$ cat src/rtl/uart_rx_core.sv
// uart_rx_core: USART1 serial receiver (8N1) with a one-entry valid/ready holding register.
// Define UART_RX_PARITY_EN to add a parity bit (8E1/8O1) and the io_parity_odd input.
module uart_rx_core #(
    parameter int unsigned DATA_W = 8,
    parameter int unsigned DIV_W  = 16
) (
    input  logic              io_clk,
    input  logic              io_rst,
    input  logic              io_rx,
    input  logic [DIV_W-1:0]  io_clkdiv,
`ifdef UART_RX_PARITY_EN
    input  logic              io_parity_odd,
`endif
    output logic [DATA_W-1:0] io_rx_data,
    output logic              io_rx_valid,
    input  logic              io_rx_ready,
    output logic              io_frame_err,
    output logic              io_parity_err,
    output logic              io_overrun,
    output logic              io_busy
);

    localparam int unsigned      BIT_W    = $clog2(DATA_W + 1);
    localparam logic [BIT_W-1:0] LAST_BIT = BIT_W'(DATA_W - 1);
    localparam logic [DIV_W-1:0] MIN_DIV  = DIV_W'(4);

    typedef enum logic [2:0] {StIdle, StStart, StData, StParity, StStop} state_e;

    state_e            state_q, state_d;
    logic              rx_meta_q, rx_sync_q, rx_prev_q;
    logic [1:0]        fill_q;
    logic              armed_q, armed_d;
    logic [DIV_W-1:0]  cnt_q, cnt_d;
    logic [BIT_W-1:0]  bit_q, bit_d;
    logic [DATA_W-1:0] shift_q, shift_d;
    logic [DATA_W-1:0] data_q, data_d;
    logic              valid_q, valid_d;
    logic              ferr_q, ferr_d;
    logic              overrun_q, overrun_d;
`ifdef UART_RX_PARITY_EN
    logic              par_bad_q, par_bad_d;
    logic              perr_q, perr_d;
    logic              par_exp;
`endif

    logic [DIV_W-1:0]  div_eff;
    logic              start_edge;
    logic              tick;
    logic              done;
    logic              stop_ok;

    assign div_eff    = (io_clkdiv < MIN_DIV) ? MIN_DIV : io_clkdiv;
    assign tick       = (cnt_q == '0);
    assign start_edge = armed_q & rx_prev_q & ~rx_sync_q;
    // Arm only once the synchronizer carries a real high from the pin, so a line held low
    // across reset release is never mistaken for a start bit.
    assign armed_d    = armed_q | (fill_q[1] & rx_sync_q);
`ifdef UART_RX_PARITY_EN
    assign par_exp    = (^shift_q) ^ io_parity_odd;
`endif

    always_comb begin
        state_d = state_q;
        cnt_d   = cnt_q;
        bit_d   = bit_q;
        shift_d = shift_q;
`ifdef UART_RX_PARITY_EN
        par_bad_d = par_bad_q;
`endif
        done    = 1'b0;
        stop_ok = 1'b1;

        if (state_q != StIdle && !tick) begin
            cnt_d = cnt_q - 1'b1;
        end

        unique case (state_q)
            StIdle: begin
                if (start_edge) begin
                    cnt_d   = div_eff >> 1;
                    bit_d   = '0;
`ifdef UART_RX_PARITY_EN
                    par_bad_d = 1'b0;
`endif
                    state_d = StStart;
                end
            end
            StStart: begin
                if (tick) begin
                    if (rx_sync_q) begin
                        state_d = StIdle;
                    end else begin
                        cnt_d   = div_eff - 1'b1;
                        state_d = StData;
                    end
                end
            end
            StData: begin
                if (tick) begin
                    shift_d = {rx_sync_q, shift_q[DATA_W-1:1]};
                    cnt_d   = div_eff - 1'b1;
                    bit_d   = bit_q + 1'b1;
                    if (bit_q == LAST_BIT) begin
`ifdef UART_RX_PARITY_EN
                        state_d = StParity;
`else
                        state_d = StStop;
`endif
                    end
                end
            end
            StParity: begin
`ifdef UART_RX_PARITY_EN
                if (tick) begin
                    par_bad_d = (rx_sync_q != par_exp);
                    cnt_d     = div_eff - 1'b1;
                    state_d   = StStop;
                end
`else
                state_d = StIdle;
`endif
            end
            StStop: begin
                // Leave mid-stop-bit so the next start edge can be caught back-to-back.
                if (tick) begin
                    done    = 1'b1;
                    stop_ok = rx_sync_q;
                    state_d = StIdle;
                end
            end
            default: state_d = StIdle;
        endcase
    end

    always_comb begin
        data_d    = data_q;
        valid_d   = valid_q;
        ferr_d    = ferr_q;
        overrun_d = 1'b0;
`ifdef UART_RX_PARITY_EN
        perr_d    = perr_q;
`endif

        if (valid_q && io_rx_ready) begin
            valid_d = 1'b0;
            ferr_d  = 1'b0;
`ifdef UART_RX_PARITY_EN
            perr_d  = 1'b0;
`endif
        end

        if (done) begin
            if (!valid_q || io_rx_ready) begin
                data_d  = shift_q;
                valid_d = 1'b1;
                ferr_d  = ~stop_ok;
`ifdef UART_RX_PARITY_EN
                perr_d  = par_bad_q;
`endif
            end else begin
                overrun_d = 1'b1;
            end
        end
    end

    always_ff @(posedge io_clk) begin
        if (io_rst) begin
            rx_meta_q <= 1'b1;
            rx_sync_q <= 1'b1;
            rx_prev_q <= 1'b1;
            fill_q    <= '0;
            armed_q   <= 1'b0;
            state_q   <= StIdle;
            cnt_q     <= '0;
            bit_q     <= '0;
            shift_q   <= '0;
            data_q    <= '0;
            valid_q   <= 1'b0;
            ferr_q    <= 1'b0;
            overrun_q <= 1'b0;
`ifdef UART_RX_PARITY_EN
            par_bad_q <= 1'b0;
            perr_q    <= 1'b0;
`endif
        end else begin
            rx_meta_q <= io_rx;
            rx_sync_q <= rx_meta_q;
            rx_prev_q <= rx_sync_q;
            fill_q    <= {fill_q[0], 1'b1};
            armed_q   <= armed_d;
            state_q   <= state_d;
            cnt_q     <= cnt_d;
            bit_q     <= bit_d;
            shift_q   <= shift_d;
            data_q    <= data_d;
            valid_q   <= valid_d;
            ferr_q    <= ferr_d;
            overrun_q <= overrun_d;
`ifdef UART_RX_PARITY_EN
            par_bad_q <= par_bad_d;
            perr_q    <= perr_d;
`endif
        end
    end

    assign io_rx_data   = data_q;
    assign io_rx_valid  = valid_q;
    assign io_frame_err = valid_q & ferr_q;
    assign io_overrun   = overrun_q;
    assign io_busy      = (state_q != StIdle);
`ifdef UART_RX_PARITY_EN
    assign io_parity_err = valid_q & perr_q;
`else
    assign io_parity_err = 1'b0;
`endif

endmodule

$ cat config.mk
export PLATFORM = sky130hd
export DESIGN_NAME = uart_rx_core
export DESIGN_NICKNAME = d
export VERILOG_FILES = /design/src/rtl/uart_rx_core.sv
export SDC_FILE = /design/constraint.sdc
export NUM_CORES = 1
export LEC_CHECK = 0
export CAP_MARGIN = 20
export CORE_MARGIN = 2
export CORE_UTILIZATION = 42
export CTS_BUF_LIST = sky130_fd_sc_hd__clkbuf_16
export CTS_CLUSTER_DIAMETER = 60
export DETAILED_ROUTE_END_ITERATION = 6
export MAX_ROUTING_LAYER = met4
export PLACE_DENSITY = 0.68
export SETUP_SLACK_MARGIN = 0.5
export SLEW_MARGIN = 40
export SYNTH_ARGS = -nofsm -noshare
export SYNTH_HDL_FRONTEND = slang
export SYNTH_SLANG_ARGS = --single-unit
$ cat constraint.sdc
create_clock -name io_clk -period 2.56 [get_ports io_clk]
set_clock_uncertainty 0.1 [all_clocks]
set_input_delay 0.256 -clock io_clk [delete_from_list [all_inputs] [get_ports io_clk]]
set_output_delay 0.256 -clock io_clk [all_outputs]
set_load 0.005 [all_outputs]
==> results_dict.tcl <==
set metrics [dict create \
    status "completed" \
    cts_tree "yes" \
    first_global_vias 2466 \
    worst-setup-path-type "register to register" \
    wl_um 7260 \
    max_freq_mhz 458 \
    h-tree-depth 2 \
    met2_length_um 3470 \
    syn_inst 332 \
    stdcell_count 484 \
    initial_core_util_pct 43.8 \
    drive_above_1_share_pct 38.4 \
    antenna_found_initial 0 \
    ir_drop_uv 376 \
    synth_nets 355 \
    clk_pin_slew_ns 0.07 \
    layout_common_cells "buf_4, dfxtp_1, nand2_1" \
    setup_viol 0 \
    r2r_start "cnt_q[6]" \
    path_max_fanout 4 \
    core_um2 5990 \
    top_layer_used "met4" \
    synth_ff_type "dfxtp_1" \
    num_io_pins 33 \
    min_from "io_clkdiv[13]" \
    hpwl_um 4500 \
    row_count 28 \
    design_area_um2 3970 \
    ys_seq_area_share_pct 36.6 \
    area_growth_pct 51.3 \
    vias_per_cell 5.62 \
    crit_required_ns 2.63 \
    wl_met1_um 3490 \
    hold_violations 0 \
    syn_area_per_cell_um2 7.91 \
    drv_cap 0 \
    insertion_delay_ns 0.29 \
    die_w_um 83.1 \
    grt_pass1_wl_um 11200 \
    cp_slowest_stage_delay_ns 0.53 \
    cts.path.max_buffers 2 \
    ys_types 53 \
    crit_chain "or4_4 -> or4_4 -> nor3_4 -> mux2_4 -> nand2_2 -> a21oi_2" \
    detail_route.iter0.violations 137 \
    post_drt_wl_per_cell_um 15.0 \
    num_antenna_cells 0 \
    die_area_um2 6900 \
    hold_slack_ns 0.178 \
    cp-start-kind "register" \
    crit_arrival_ns 2.25 \
    leakage_nw 1.50 \
    post_dp_cell_area_um2 3200 \
    die_h_um 83.1 \
    cpMostUsedCell "or4_4" \
    clock-sinks 48 \
    detail-route-antenna-nets 0 \
    startpoint "cnt_q[6]" \
    dp.cells 449 \
    final_nets 431 \
    final_max_slew_viol_count 0 \
    async_flop_share_pct 0 \
    synth-edff-count 0 \
    cts-root-buf "clkbuf_16" \
    grt_max_degree 35 \
    pre_cts_ws_ns -0.293 \
    worst_slack_ns 0.376 \
    worst_pin_slew_ns 0.632 \
    powerDensity_nw_per_um2 451 \
    finalCriticalPeriod_ns 2.18 \
    worst_setup_path_end_kind "register" \
    hold_buffers 0 \
    route.met3.wl_um 201 \
    finalWeightedCongestion 0.837 \
    final_common_cell "buf_4" \
    post-route-period-util_pct 85.3 \
    cts_buffers 5 \
    ys.warnings.count 0 \
    ys_seq_elements 48 \
    drc_errors 0 \
    slowest_stage "or4_4" \
    overflow 0 \
    syn_area_um2 2630 \
    slew_headroom_pct 57.8 \
    rsz0062_at_grt "true" \
    vias 2720 \
    grt_usage_pct 19.8 \
    portBuffers 31 \
    firstDrtPassIters 4 \
    fill_cells 462 \
    hold_path.class "primary input to register" \
]
==> Yosys cell counts (4+ instances only) <==
| library cell | n | area share, % |
|---|---|---|
| xnor2_1 | 6 | 2.0 |
| o21ai_0 | 10 | 1.9 |
| nand2_1 | 57 | 8.1 |
| inv_1 | 5 | 0.71 |
| dfxtp_1 | 48 | 37 |
| clkbuf_1 | 7 | 1.0 |
| or3_1 | 5 | 1.2 |
| a21oi_1 | 39 | 7.4 |
| or2_2 | 4 | 0.95 |
| nor3_1 | 16 | 3.0 |
| xor2_1 | 15 | 5.0 |
| buf_2 | 6 | 1.1 |
| nor2_1 | 23 | 3.3 |
| nor4_1 | 9 | 2.1 |
| a22oi_1 | 10 | 2.9 |
| nand3_1 | 14 | 2.7 |
==> cell type report <==
cell class              instances  area (um^2)  area share [%]
multi-input cells             264         1970            49.6
well taps                      75         93.8            2.36
flip-flops and latches         48          970            24.4
clock buffers                   5          125            3.15
repair buffers                 84          748            18.8
inverters                       5         18.8           0.472
clock inverters                 3         46.3            1.16
==> worst max-delay path: cells and delay by family (launching register included) <==
family | cells | cell delay [ns]
AND/OR/NAND/NOR | 4 | 1.27
flip-flops | 1 | 0.33
multiplexers | 1 | 0.32
AO/OA/AOI/OAI | 1 | 0.04
==> kinds of logic (layout without fill, tap and decap cells) <==
group | after synthesis | count (layout) | synth area share (%)
AO/OA/AOI/OAI | 78 | 78 | 17.8
adder cells (fa/ha/maj) | 3 | 3 | 1.43
multiplexers | 1 | 1 | 0.429
flip-flops | 48 | 48 | 36.6
other | 1 | 1 | 0.143
buffers and inverters | 20 | 97 | 3.57
XOR/XNOR | 21 | 21 | 7.00
AND/OR/NAND/NOR | 160 | 160 | 33.0
==> registers in the layout (all words and copies together) (netlist names) <==
register / count
rx_meta_q: 1
rx_prev_q: 1
fill_q: 2
shift_q: 8
rx_sync_q: 1
bit_q: 4
ferr_q: 1
io_rx_valid: 1
armed_q: 1
io_rx_data: 8
state_q: 3
io_overrun: 1
cnt_q: 16
==> metal layers <==
layer  track usage, %  vias to the layer above
met2             31.3                       43
met1             26.2                     1319
met3             2.88                        9
li1                 -                     1349
met5                -                        -
met4             6.11                        0
==> worst paths after layout <==
| check | depth (start not counted) | to | slack (ns) |
|---|---|---|---|
| max | 6 | cnt_q[15] | 0.38 |
| min | 3 | cnt_q[12] | 0.18 |
| max reg2reg | 6 | cnt_q[15] | 0.38 |
| min reg2reg | 1 | rx_sync_q | 0.32 |
==> metrics by stage <==
step,setup TNS (ns),util [%],total power [W]
after floorplan,0,-,0.000893
final,0,66.3,0.00179
after detailed placement,-1.14,53.4,0.000986
after global placement,-0.473,53.4,0.000986
after global routing,0,66.3,0.00185
after CTS,0,59.8,0.00176
==> power breakdown <==
group / total, W / switching, W / internal, W
logic: 0.000273 / 0.000144 / 0.000130
clock network: 0.000754 / 0.000290 / 0.000464
registers: 0.000767 / 0.0000103 / 0.000756
==> repair_timing <==
action,in CTS,in global routing
gates cloned,0,1
buffers inserted,16,10
hold endpoints to repair,0,0
setup endpoints to repair,39,40
gates resized for setup,54,79
pin swaps,17,51
No activity file was read; power rests on OpenSTA's default activity.
